File: src/rtl/dl_timer_sched.sv
// Shared-timer scheduler: round-robin arbitration of NUM_REQ timeout requests
// onto a single up-counter, with a one-cycle done pulse on the owner's lane.
module dl_timer_sched #(
    parameter int NUM_REQ  = 4,
    parameter int CNT_BITS = 8
) (
    input  logic                         clk,
    input  logic                         rst_n,
    input  logic [NUM_REQ-1:0]           req_valid,
    input  logic [NUM_REQ*CNT_BITS-1:0]  req_len,
    output logic [NUM_REQ-1:0]           req_ready,
    input  logic                         abort,
    output logic [NUM_REQ-1:0]           done,
    output logic                         busy,
    output logic [$clog2(NUM_REQ)-1:0]   owner,
    output logic [CNT_BITS-1:0]          count
);

    localparam int PTR_W = $clog2(NUM_REQ);

    typedef enum logic [1:0] {
        IDLE,
        RUN,
        DONE
    } state_t;

    state_t             state;
    logic [PTR_W-1:0]   rr_ptr;
    logic [CNT_BITS-1:0] len_q;

    logic               grant_valid;
    logic [PTR_W-1:0]   winner;
    logic [PTR_W-1:0]   next_ptr;
    logic [CNT_BITS-1:0] win_len;
    logic [PTR_W:0]     idx_w;
    logic               accept;

    // Search from rr_ptr upward with modulo wrap; the first pending lane wins.
    always_comb begin
        // NOTE: every combinational output gets a default first so no path leaves it unassigned (no latch).
        grant_valid = 1'b0;
        winner      = '0;
        idx_w       = '0;
        for (int k = 0; k < NUM_REQ; k++) begin
            idx_w = {1'b0, rr_ptr} + (PTR_W+1)'(k);
            if (idx_w >= (PTR_W+1)'(NUM_REQ))
                idx_w = idx_w - (PTR_W+1)'(NUM_REQ);
            if (!grant_valid && req_valid[idx_w[PTR_W-1:0]]) begin
                grant_valid = 1'b1;
                winner      = idx_w[PTR_W-1:0];
            end
        end
    end

    always_comb begin
        win_len = '0;
        for (int k = 0; k < NUM_REQ; k++) begin
            if (PTR_W'(k) == winner)
                win_len = req_len[k*CNT_BITS +: CNT_BITS];
        end
    end

    always_comb begin
        if (winner == PTR_W'(NUM_REQ - 1))
            next_ptr = '0;
        else
            next_ptr = winner + PTR_W'(1);
    end

    assign accept = (state == IDLE) && grant_valid;

    always_comb begin
        req_ready = '0;
        if (rst_n && accept)
            req_ready[winner] = 1'b1;
    end

    always_ff @(posedge clk) begin
        // NOTE: sequential state uses non-blocking assignments; reset here is synchronous and covers every register.
        if (!rst_n) begin
            state  <= IDLE;
            done   <= '0;
            busy   <= 1'b0;
            owner  <= '0;
            count  <= '0;
            rr_ptr <= '0;
            len_q  <= '0;
        end else begin
            done <= '0;
            case (state)
                IDLE: begin
                    if (accept) begin
                        len_q  <= win_len;
                        owner  <= winner;
                        count  <= '0;
                        rr_ptr <= next_ptr;
                        busy   <= 1'b1;
                        state  <= RUN;
                    end
                end
                RUN: begin
                    if (abort) begin
                        count <= '0;
                        busy  <= 1'b0;
                        state <= IDLE;
                    end else if (count == len_q) begin
                        // Counter parks at L so it never wraps, even for L = 2^CNT_BITS-1.
                        done[owner] <= 1'b1;
                        state       <= DONE;
                    end else begin
                        count <= count + CNT_BITS'(1);
                    end
                end
                DONE: begin
                    busy  <= 1'b0;
                    state <= IDLE;
                end
                default: begin
                    busy  <= 1'b0;
                    state <= IDLE;
                end
            endcase
        end
    end

endmodule

File: config.mk
export PLATFORM = sky130hd
export DESIGN_NAME = dl_timer_sched
export DESIGN_NICKNAME = d
export VERILOG_FILES = /design/src/rtl/dl_timer_sched.sv
export SDC_FILE = /design/constraint.sdc
export NUM_CORES = 1
export LEC_CHECK = 0
export ABC_AREA = 1
export BUFFER_PORTS_ARGS = -buffer_cell sky130_fd_sc_hd__buf_4
export CORE_AREA = 2 2 65 67
export CTS_CLUSTER_DIAMETER = 50
export DETAILED_ROUTE_END_ITERATION = 8
export DIE_AREA = 0 0 67 69
export PLACE_DENSITY = 0.78
export SETUP_SLACK_MARGIN = 0.02
export SYNTH_ARGS = -nofsm -noshare
export SYNTH_HDL_FRONTEND = slang
export SYNTH_SLANG_ARGS = --single-unit
export TNS_END_PERCENT = 20
File: constraint.sdc
create_clock -name clk -period 3.3 [get_ports clk]
set_input_delay 0.165 -clock clk [delete_from_list [all_inputs] [get_ports clk]]
set_output_delay 0.165 -clock clk [all_outputs]
set_load 0.05 [all_outputs]
==> out/metrics.yaml, run 1 <==
run_status:
  outcome: "complete, no violations"
finish:
  fill_cells: 415
  n_antenna_cell: 0
  drive_above_1_share_pct: 22.5
  design_area_sq_um: 2420
  layout.nets: 428
  area_growth_pct: 24.3
die:
  io_pins: 58
  fp.dieH_um: 69
  start_util_pct: 49.8
  die_w_um: 67
  core_sq_um: 3910
  die_area_sq_um: 4620
  num_rows: 23
pwr:
  vdd_drop_max_v: 0.000625
  pwr_density_cell_nw_per_um2: 991
  p_leak_nw: 1.25
synth:
  synth_mux_area_share_pct: 0
  ys_async_sr_fraction_pct: 0
  synthAdderAreaFrac_pct: 3.21
  ys_top_cells_by_area: "dfxtp_1 28%, nand2_1 21%, nor2_1 8.9%, inv_1 7.7%, nand3_1 5.1%"
  ys_seq_area_share_pct: 27.7
  yosysTopAreaCellShare_pct: 27.7
  yosys.area_share.simple_pct: 45.8
  ys.flop_type: "dfxtp_1"
  syn_area_sq_um: 1950
  syn-num-nets: 375
  yosysUniqueCellTypes: 28
  yosys.area_share.xor_xnor_pct: 0.449
  syn-instance-count: 331
  synth-compound-area-share_pct: 11.3
  synth_seq_cells: 27
  syn_avg_cell_area_sq_um: 5.89
  synth_warnings: 0
  synth_top_family_by_area: "simple AND/OR/NAND/NOR gates"
  synth-edff-count: 0
  synth_area_leader_cell: "dfxtp_1"
  synthTopCellsByCount: "109 x nand2_1, 46 x nor2_1, 40 x inv_1"
  yosysMostFrequentCell: "nand2_1"
drt:
  drc: 0
  avgViaCountPerCell: 4.81
  wl_um: 4540
  firstDrtPassIters: 4
  num_vias: 2084
  dr.first_iter.drc_count: 139
  ant_nets: 0
  post_drt_wl_per_cell_um: 10.5
global_route:
  grt_pass1_wl_um: 7770
  grt_usage_pct: 20.3
  antenna_found_initial: 0
  grt_pass1_vias: 1878
  grt_max_degree: 22
  grt.overflow.total: 0
clock_network:
  htree_levels: 1
  post_cts_buffers: 0
  cts_tree: "yes"
  cts-root-buf: "clkbuf_8"
  clk_pin_slew_ns: 0.09
  clk_latency_ns: 0.27
  numCtsBuffers: 3
  clock-sinks: 27
  cts_buffer_depth: 2
sta:
  period_needed_ns: 2.79
  fmax_ghz: 0.359
  hold_viol: 0
  period_share_pct: 84.4
  setup_viol: 0
  relSlewSlack_pct: 66.6
  finalSetupTns_ns: 0
  drv_slew: 0
  rsz0062_at_grt: "no"
  worstMarginPinSlew_ns: 0.499
  skew_ns: 0.00207
placed_design:
  place_congestion: 0.909
  port-buffer-count: 57
  post_dp_cell_area_sq_um: 2370
  hpwl_um: 3550
critical_path:
  end_kind: "primary output"
  cp_max_fo: 11
  crit_type: "register to primary output"
  cp.required_ns: 3.13
  start_kind: "register"
  crit_arrival_ns: 2.62
run:
  cap_violations: 0
min_path:
  hold_path.class: "input pin to register"
## state kept, by name, indices dropped and copies added, names as in the netlist
signal  cells
count       8
len_q       8
done        4
owner       2
rr_ptr      2
state       2
busy        1
## cells by family after synthesis
group                    after synthesis
AO/OA/AOI/OAI                         42
AND/OR/NAND/NOR                      205
XOR/XNOR                               1
buffers and inverters                 51
adder cells (fa/ha/maj)                5
flip-flops                            27
## worst paths after layout
kind,startpoint,endpoint,slack (ns),cells after the start
worst max-delay path,rr_ptr[0],req_ready[2],0.51,14
worst min-delay path,rst_n,len_q[0],0.23,3
worst max register to register,rr_ptr[0],len_q[1],0.63,19
worst min register to register,owner[1],done[0],0.47,1
## worst max-delay path, stage by stage, from the launching register on
cell and delay (ns):
dfxtp_2 0.45, inv_1 0.14, nand2_1 0.12, nand2_4 0.08, nand2_4 0.07, nand2_2 0.06, nor2_4 0.13, nand3_1 0.08
nand3_1 0.08, nand2_1 0.13, inv_1 0.11, ha_1 0.34, inv_1 0.21, nor2_1 0.14, buf_4 0.20
## through the flow
stage / std cells / hold WS [ns] / power [mW] / setup slack, ns / util, %
finish: 433 / 0.226 / 2.40 / 0.513 / 61.9
global route: 433 / 0.226 / 2.69 / 0.167 / 61.9
CTS: 433 / 0.219 / 2.40 / 0.348 / 61.8
detailed placement: 429 / 0.451 / 2.21 / 0.373 / 60.7
global placement: 429 / 0.445 / 2.17 / 0.480 / 60.7
floorplan: 331 / 0.364 / 1.92 / 0.779 / -
## layer usage
| metal | share of wire [%] | vias up | track usage [%] |
|---|---|---|---|
| met1 | 48 | 878 | 27.8 |
| met4 | 0.79 | 0 | 4.99 |
| met3 | 6.6 | 4 | 3.75 |
| met5 | 0 | - | 0 |
| li1 | - | 1137 | - |
| met2 | 45 | 65 | 32.6 |
## timing repair
action,in CTS,in global routing
resized for setup,0,2
endpoints found under the setup margin,0,8
hold buffers,0,0
## cell usage in the layout, fill, tap and decap left out
master,synthesis,final
clkbuf_8,0,3
nand4_1,3,3
nand2_4,3,3
dfxtp_2,0,1
nor4_1,4,4
a21oi_1,18,18
dfxtp_1,27,26
inv_2,1,1
inv_4,1,1
nand2_1,109,109
o21ai_2,1,1
nor2_2,1,2
o21a_1,1,1
nor3_1,2,2
nand2_2,14,14
a21oi_2,1,1
buf_4,2,57
nor2_4,1,1
nand3_2,1,1
nand3_1,20,20
nand3b_1,1,1
ha_1,5,5
inv_1,40,40
o21ai_0,18,18
clkbuf_1,3,1
nor2_1,46,45
xor2_1,1,1
o21ai_1,3,3
## power by group
| part | internal (mW) | leakage (nW) | switching (mW) | total, mW |
|---|---|---|---|---|
| Sequential | 0.409 | 0.222 | 0.0768 | 0.486 |
| Combinational | 0.593 | 1.01 | 1.14 | 1.73 |
| Clock | 0.0864 | 0.0228 | 0.0977 | 0.184 |
| Total | 1.09 | 1.25 | 1.31 | 2.40 |
## area by class of cell
class,count,area (sq um),share of cell area [%]
clock buffer,4,45.0,1.86
timing repair buffer,57,428,17.7
sequential,27,542,22.4
inverter,42,160,6.61
tap,50,62.6,2.58
multi-input combinational,253,1190,48.9
No activity file was read; power rests on OpenSTA's default activity.
==> run 2, diff against run 1 <==
--- a/config.mk
+++ b/config.mk
@@ -5,13 +5,13 @@
 export SDC_FILE = /design/constraint.sdc
 export NUM_CORES = 1
 export LEC_CHECK = 0
-export ABC_AREA = 1
+export ABC_AREA = 0
 export BUFFER_PORTS_ARGS = -buffer_cell sky130_fd_sc_hd__buf_4
-export CORE_AREA = 2 2 65 67
+export CORE_AREA = 2 2 60 62
 export CTS_CLUSTER_DIAMETER = 50
 export DETAILED_ROUTE_END_ITERATION = 8
-export DIE_AREA = 0 0 67 69
-export PLACE_DENSITY = 0.78
+export DIE_AREA = 0 0 62 64
+export PLACE_DENSITY = 0.77
 export SETUP_SLACK_MARGIN = 0.02
 export SYNTH_ARGS = -nofsm -noshare
 export SYNTH_HDL_FRONTEND = slang
==> constraint.sdc (replaced) <==
create_clock -name clk -period 2.68 [get_ports clk]
set_input_delay 0.134 -clock clk [delete_from_list [all_inputs] [get_ports clk]]
set_output_delay 0.134 -clock clk [all_outputs]
set_load 0.05 [all_outputs]
==> run 2 against run 1 <==
- worst hold slack got worse by 0.14 ns
- flip-flop and latch count did not move
- non-clock buffer count is 3 higher
- via count fell by 26%
- die area fell by 14%
- critical path type unchanged
- critical endpoint unchanged
==> out/metrics.yaml, run 2 <==
run_status:
  outcome: "complete, no violations"
finish:
  multi_input_area_sq_um: 955
  design_area_sq_um: 2050
  layout.cells.non_filler: 287
  mostFrequentLayoutCell: "buf_4"
  fill_cells: 302
  n_antenna_cell: 0
  largest_registers: "count: 8 flops, len_q: 8 flops, done: 4 flops"
  final_cell_mix: "60 x buf_4, 27 x dfxtp_1, 25 x a21oi_1"
  drive_above_1_share_pct: 29.9
  postLayoutCoreUtil_pct: 62.5
  regArea_sq_um: 541
  area_growth_pct: 32.0
  layout.nets: 286
critical_path:
  cp_max_fo: 17
  start_kind: "register"
  path_cells: "or2b_1 > a21oi_1 > a221oi_1 > buf_4 > inv_1 > ha_1 > and3_1 > buf_4"
  critPathTopFamily: "simple AND/OR/NAND/NOR gates"
  cpMostUsedCell: "buf_4"
  crit_arrival_ns: 2.21
  cpPeakStageDelay_ns: 0.44
  crit_type: "register to primary output"
  cp_slowest_cell: "ha_1"
  cp.required_ns: 2.55
  end_kind: "primary output"
  critPathBufInv: 3
clock_network:
  clock-sinks: 27
  htree_levels: 1
  cts-root-buf: "clkbuf_4"
  cts_buffer_depth: 2
  post_cts_buffers: 0
  clk_pin_slew_ns: 0.15
  cts_hold_repair.buffers: 0
  clk_latency_ns: 0.33
  numCtsBuffers: 3
  cts_tree: "yes"
  cts.repair.resized: 0
sta:
  skew_ns: 0.0141
  setup_viol: 0
  period_needed_ns: 2.34
  worstMarginPinSlew_ns: 1.07
  whs_ns: 0.0880
  fmax_ghz: 0.427
  period_share_pct: 87.5
  setup_slack_ns: 0.336
  rsz0062_at_grt: "no"
  hold_viol: 0
  relSlewSlack_pct: 28.4
  finalSetupTns_ns: 0
  drv_slew: 0
die:
  die_area_sq_um: 3970
  io_pins: 58
  core_sq_um: 3280
  die_w_um: 62
  num_rows: 21
  fp.dieH_um: 64
  start_util_pct: 47.3
synth:
  synth-edff-count: 0
  ys_async_sr_fraction_pct: 0
  synth_area_leader_cell: "dfxtp_1"
  synth_warnings: 0
  yosysMostFrequentCell: "dfxtp_1"
  syn_avg_cell_area_sq_um: 8.35
  yosysUniqueCellTypes: 39
  ys.flop_type: "dfxtp_1"
  ys_top_cells_by_area: "dfxtp_1 35%, a21oi_1 8.1%, a221oi_1 4.5%, o21ai_0 4.5%, xor2_1 4.5%"
  synthTopCellsByCount: "27 x dfxtp_1, 25 x a21oi_1, 15 x nand2_1"
  ys_seq_area_share_pct: 34.8
  synth_seq_cells: 27
  syn-num-nets: 230
  syn-instance-count: 186
  syn_area_sq_um: 1550
  yosysTopAreaCellShare_pct: 34.8
global_route:
  grt_usage_pct: 19.5
  grt.overflow.total: 0
  grt_pass1_wl_um: 6060
  grt_max_degree: 27
  grt_pass1_vias: 1393
  antenna_found_initial: 0
drt:
  post_drt_wl_per_cell_um: 12.4
  drc: 0
  firstDrtPassIters: 4
  dr.first_iter.drc_count: 71
  avgViaCountPerCell: 5.34
  wl_um: 3560
  ant_nets: 0
  num_vias: 1532
placed_design:
  port-buffer-count: 57
  place_congestion: 0.758
  post-place-ws_ns: 0.433
  post_dp_cell_area_sq_um: 2030
  post-place-cells: 283
  hpwl_um: 2740
pwr:
  p_total_mw: 1.07
  vdd_drop_max_v: 0.000228
  pwr_density_cell_nw_per_um2: 519
  p_leak_nw: 0.934
run:
  cap_violations: 0
min_path:
  hold_path.class: "input pin to register"
-- run 2: path summary, 6_finish.rpt --
kind                             startpoint            to  slack, ns  cells after the start
worst max register to register    rr_ptr[0]      len_q[6]       0.42                     11
worst min-delay path            req_len[24]      len_q[0]       0.09                      3
worst max-delay path              rr_ptr[0]  req_ready[2]       0.34                      8
worst min register to register         busy          busy       0.50                      2
-- run 2: tightest hold or removal path, delay by kind of cell --
| family | cells | cell delay, ns |
|---|---|---|
| buffers and inverters | 1 | 0.08 |
| AOI/OAI and AO/OA | 2 | 0.17 |
-- run 2: cell families (layout without fill, tap and decap cells) --
logic type	after synthesis	count (layout)	synth area share, %
DFF	27	27	34.8
xor gates and xnor gates	8	8	4.51
adders and majority gates	5	5	4.03
AOI/OAI and AO/OA	64	64	26.5
buffers and inverters	15	70	4.11
and+or+nand+nor	67	67	26.1
-- run 2: report_power, final --
| part | internal (mW) | switching, mW |
|---|---|---|
| Combinational | 0.182 | 0.233 |
| Sequential | 0.441 | 0.0327 |
| Clock | 0.0582 | 0.118 |
| Total | 0.682 | 0.384 |
-- run 2: area by class of cell --
type	instances	share of cell area [%]
Clock buffer	4	1.28
Multi-Input combinational cell	144	46.5
Inverter	6	1.10
Tap cell	46	2.80
Timing Repair Buffer	60	22.0
Sequential cell	27	26.3
-- run 2: layer usage --
metal / vias up / share of wire [%] / routed length [um] / global-route usage, %
met3: 3 / 6.5 / 231 / 3.85
met4: 0 / 0.39 / 14 / 5.05
met2: 56 / 45 / 1600 / 28.3
met1: 680 / 48 / 1720 / 29.0
li1: 793 / - / - / -
met5: - / 0 / 0 / 0
==> run 3, diff against run 2 <==
--- a/config.mk
+++ b/config.mk
@@ -11,6 +11,7 @@
 export CTS_CLUSTER_DIAMETER = 50
 export DETAILED_ROUTE_END_ITERATION = 8
 export DIE_AREA = 0 0 62 64
+export HOLD_SLACK_MARGIN = 0.06
 export PLACE_DENSITY = 0.77
 export SETUP_SLACK_MARGIN = 0.02
 export SYNTH_ARGS = -nofsm -noshare
==> constraint.sdc (replaced) <==
create_clock -name clk -period 2.3 [get_ports clk]
set_input_delay 0.115 -clock clk [delete_from_list [all_inputs] [get_ports clk]]
set_output_delay 0.115 -clock clk [all_outputs]
set_load 0.05 [all_outputs]
==> run 3 against run 2 <==
- global-route usage down 0.40 points
- clock-buffer cell count unchanged
- worst hold slack worse by 0.0067 ns
- first-iteration DRC count up 1.4%
- critical path depth up 2
- register-to-register slack worse by 0.30 ns
- final cell count up 1.0%
- combinational power up 21%
- sequential power up 17%
- sequential share of layout area down 0.46 points
- critical endpoint is now len_q[7]
- largest cell class unchanged
==> out/metrics.yaml, run 3 (synthesized netlist as in run 2, its figures left out) <==
run_status:
  outcome: "complete, no violations"
critical_path:
  cp_slowest_cell: "dfxtp_2"
  cp_num_cells: 10
  reg2reg_from: "rr_ptr[0]"
  crit_arrival_ns: 2.39
  cp.required_ns: 2.51
  rr_worst_depth: 10
  r2r_end: "len_q[7]"
  cpPeakStageDelay_ns: 0.36
  r2r_slack_ns: 0.12
  critPathBufInv: 2
  cp_max_fo: 7
  start_kind: "register"
  end_kind: "register"
  path_cells: "inv_1 > a22o_1 > a221oi_2 > inv_1 > ha_1 > nor2b_2 > a221oi_1 > nor3_1 > a21oi_1 > a21oi_1"
  critPathTopFamily: "compound AO/OA/AOI/OAI gates"
  crit_type: "register to register"
global_route:
  grt_pass1_vias: 1388
  grt_usage_pct: 19.1
  grt.overflow.total: 0
  antenna_found_initial: 0
  grt_max_degree: 27
  grt_pass1_wl_um: 5910
min_path:
  min_from: "req_len[24]"
  holdPathEnd: "len_q[0]"
  hold-path-cell-count: 3
  hold_path.class: "input pin to register"
clock_network:
  htree_levels: 1
  numCtsBuffers: 3
  cts_buffer_depth: 2
  clk_latency_ns: 0.32
  post_cts_buffers: 0
  cts-root-buf: "clkbuf_4"
  clock-sinks: 27
  clk_pin_slew_ns: 0.15
  cts_tree: "yes"
die:
  fp.dieH_um: 64
  num_rows: 21
  start_util_pct: 47.3
  die_area_sq_um: 3970
  io_pins: 58
  core_sq_um: 3280
  die_w_um: 62
sta:
  finalSetupTns_ns: 0
  fmax_ghz: 0.459
  skew_ns: 0.0123
  setup_slack_ns: 0.122
  worstMarginPinSlew_ns: 0.421
  relSlewSlack_pct: 71.6
  drv_slew: 0
  setup_viol: 0
  period_needed_ns: 2.18
  rsz0062_at_grt: "yes"
  period_share_pct: 94.7
  hold_viol: 0
drt:
  num_vias: 1559
  post_drt_wl_per_cell_um: 12.1
  drc: 0
  ant_nets: 0
  wl_um: 3510
  firstDrtPassIters: 4
  dr.first_iter.drc_count: 72
  avgViaCountPerCell: 5.38
placed_design:
  post-place-cells: 285
  place_congestion: 0.765
  post-place-ws_ns: 0.0310
  post_dp_cell_area_sq_um: 2040
  port-buffer-count: 57
  hpwl_um: 2760
finish:
  layout.cells.non_filler: 290
  mostFrequentLayoutCell: "buf_4"
  layout.nets: 289
  postLayoutCoreUtil_pct: 63.7
  largest_registers: "count: 8 flops, len_q: 8 flops, done: 4 flops"
  fill_cells: 322
  area_growth_pct: 34.7
  design_area_sq_um: 2090
  final_cell_mix: "62 x buf_4, 26 x dfxtp_1, 25 x a21oi_1"
  n_antenna_cell: 0
  drive_above_1_share_pct: 32.8
pwr:
  vdd_drop_max_v: 0.000308
  p_sw_mw: 0.449
  switching_share_pct: 35.7
  p_int_mw: 0.809
  combinationalPowerShare_pct: 39.9
  p_seq_share_pct: 44.0
  pwr_density_cell_nw_per_um2: 601
  p_leak_nw: 0.947
  power.share.clock_pct: 16.0
run:
  cap_violations: 0
## run 3: worst max path at each step
stage | startpoint | to | slack, ns
floorplan | rr_ptr[0] | req_ready[3] | 0.06
CTS | rr_ptr[0] | req_ready[2] | 0.04
finish | rr_ptr[0] | len_q[7] | 0.12
global placement | rr_ptr[0] | len_q[3] | 0.14
detailed placement | rr_ptr[0] | len_q[7] | 0.03
global route | rr_ptr[0] | len_q[6] | 0.005
## run 3: layout make-up
cell class / count / area, sq um / share of cell area (%)
Clock buffer: 4 / 26.3 / 1.26
Inverter: 6 / 22.5 / 1.08
Multi-Input combinational cell: 144 / 970 / 46.3
Sequential cell: 27 / 542 / 25.9
Tap cell: 46 / 57.6 / 2.75
Timing Repair Buffer: 63 / 475 / 22.7
## run 3: repair_timing
action,CTS,global route
hold buffers,0,1
gates resized for setup,1,4
pin swaps,0,1
endpoints found under the hold margin,0,1
gates cloned,0,0
setup endpoints to repair,4,10
## run 3: stage by stage
step | hold slack (ns) | power, mW
floorplan | 0.255 | 0.893
global placement | 0.403 | 1.04
detailed placement | 0.407 | 1.05
CTS | 0.0744 | 1.26
global route | 0.0677 | 1.35
finish | 0.0814 | 1.26
## run 3: tightest hold or removal path: stages
cell     delay (ns)
buf_4          0.08
a21oi_1        0.05
a21oi_1        0.13
## run 3: power groups by stage
stage                     Sequential (mW)  Combinational (mW)  Clock (mW)
after floorplan                     0.585               0.308           0
after global placement              0.562               0.483           0
after detailed placement            0.564               0.490           0
after CTS                           0.554               0.497       0.207
after global routing                0.562               0.554       0.239
final                               0.554               0.502       0.202
## run 3: routing by layer
layer / GRT usage, % / part of all wire, % / up-vias
li1: - / - / 800
met1: 26.5 / 48 / 697
met2: 29.4 / 45 / 60
met3: 3.64 / 5.9 / 2
met4: 5.59 / 0.83 / 0
met5: 0 / 0 / -
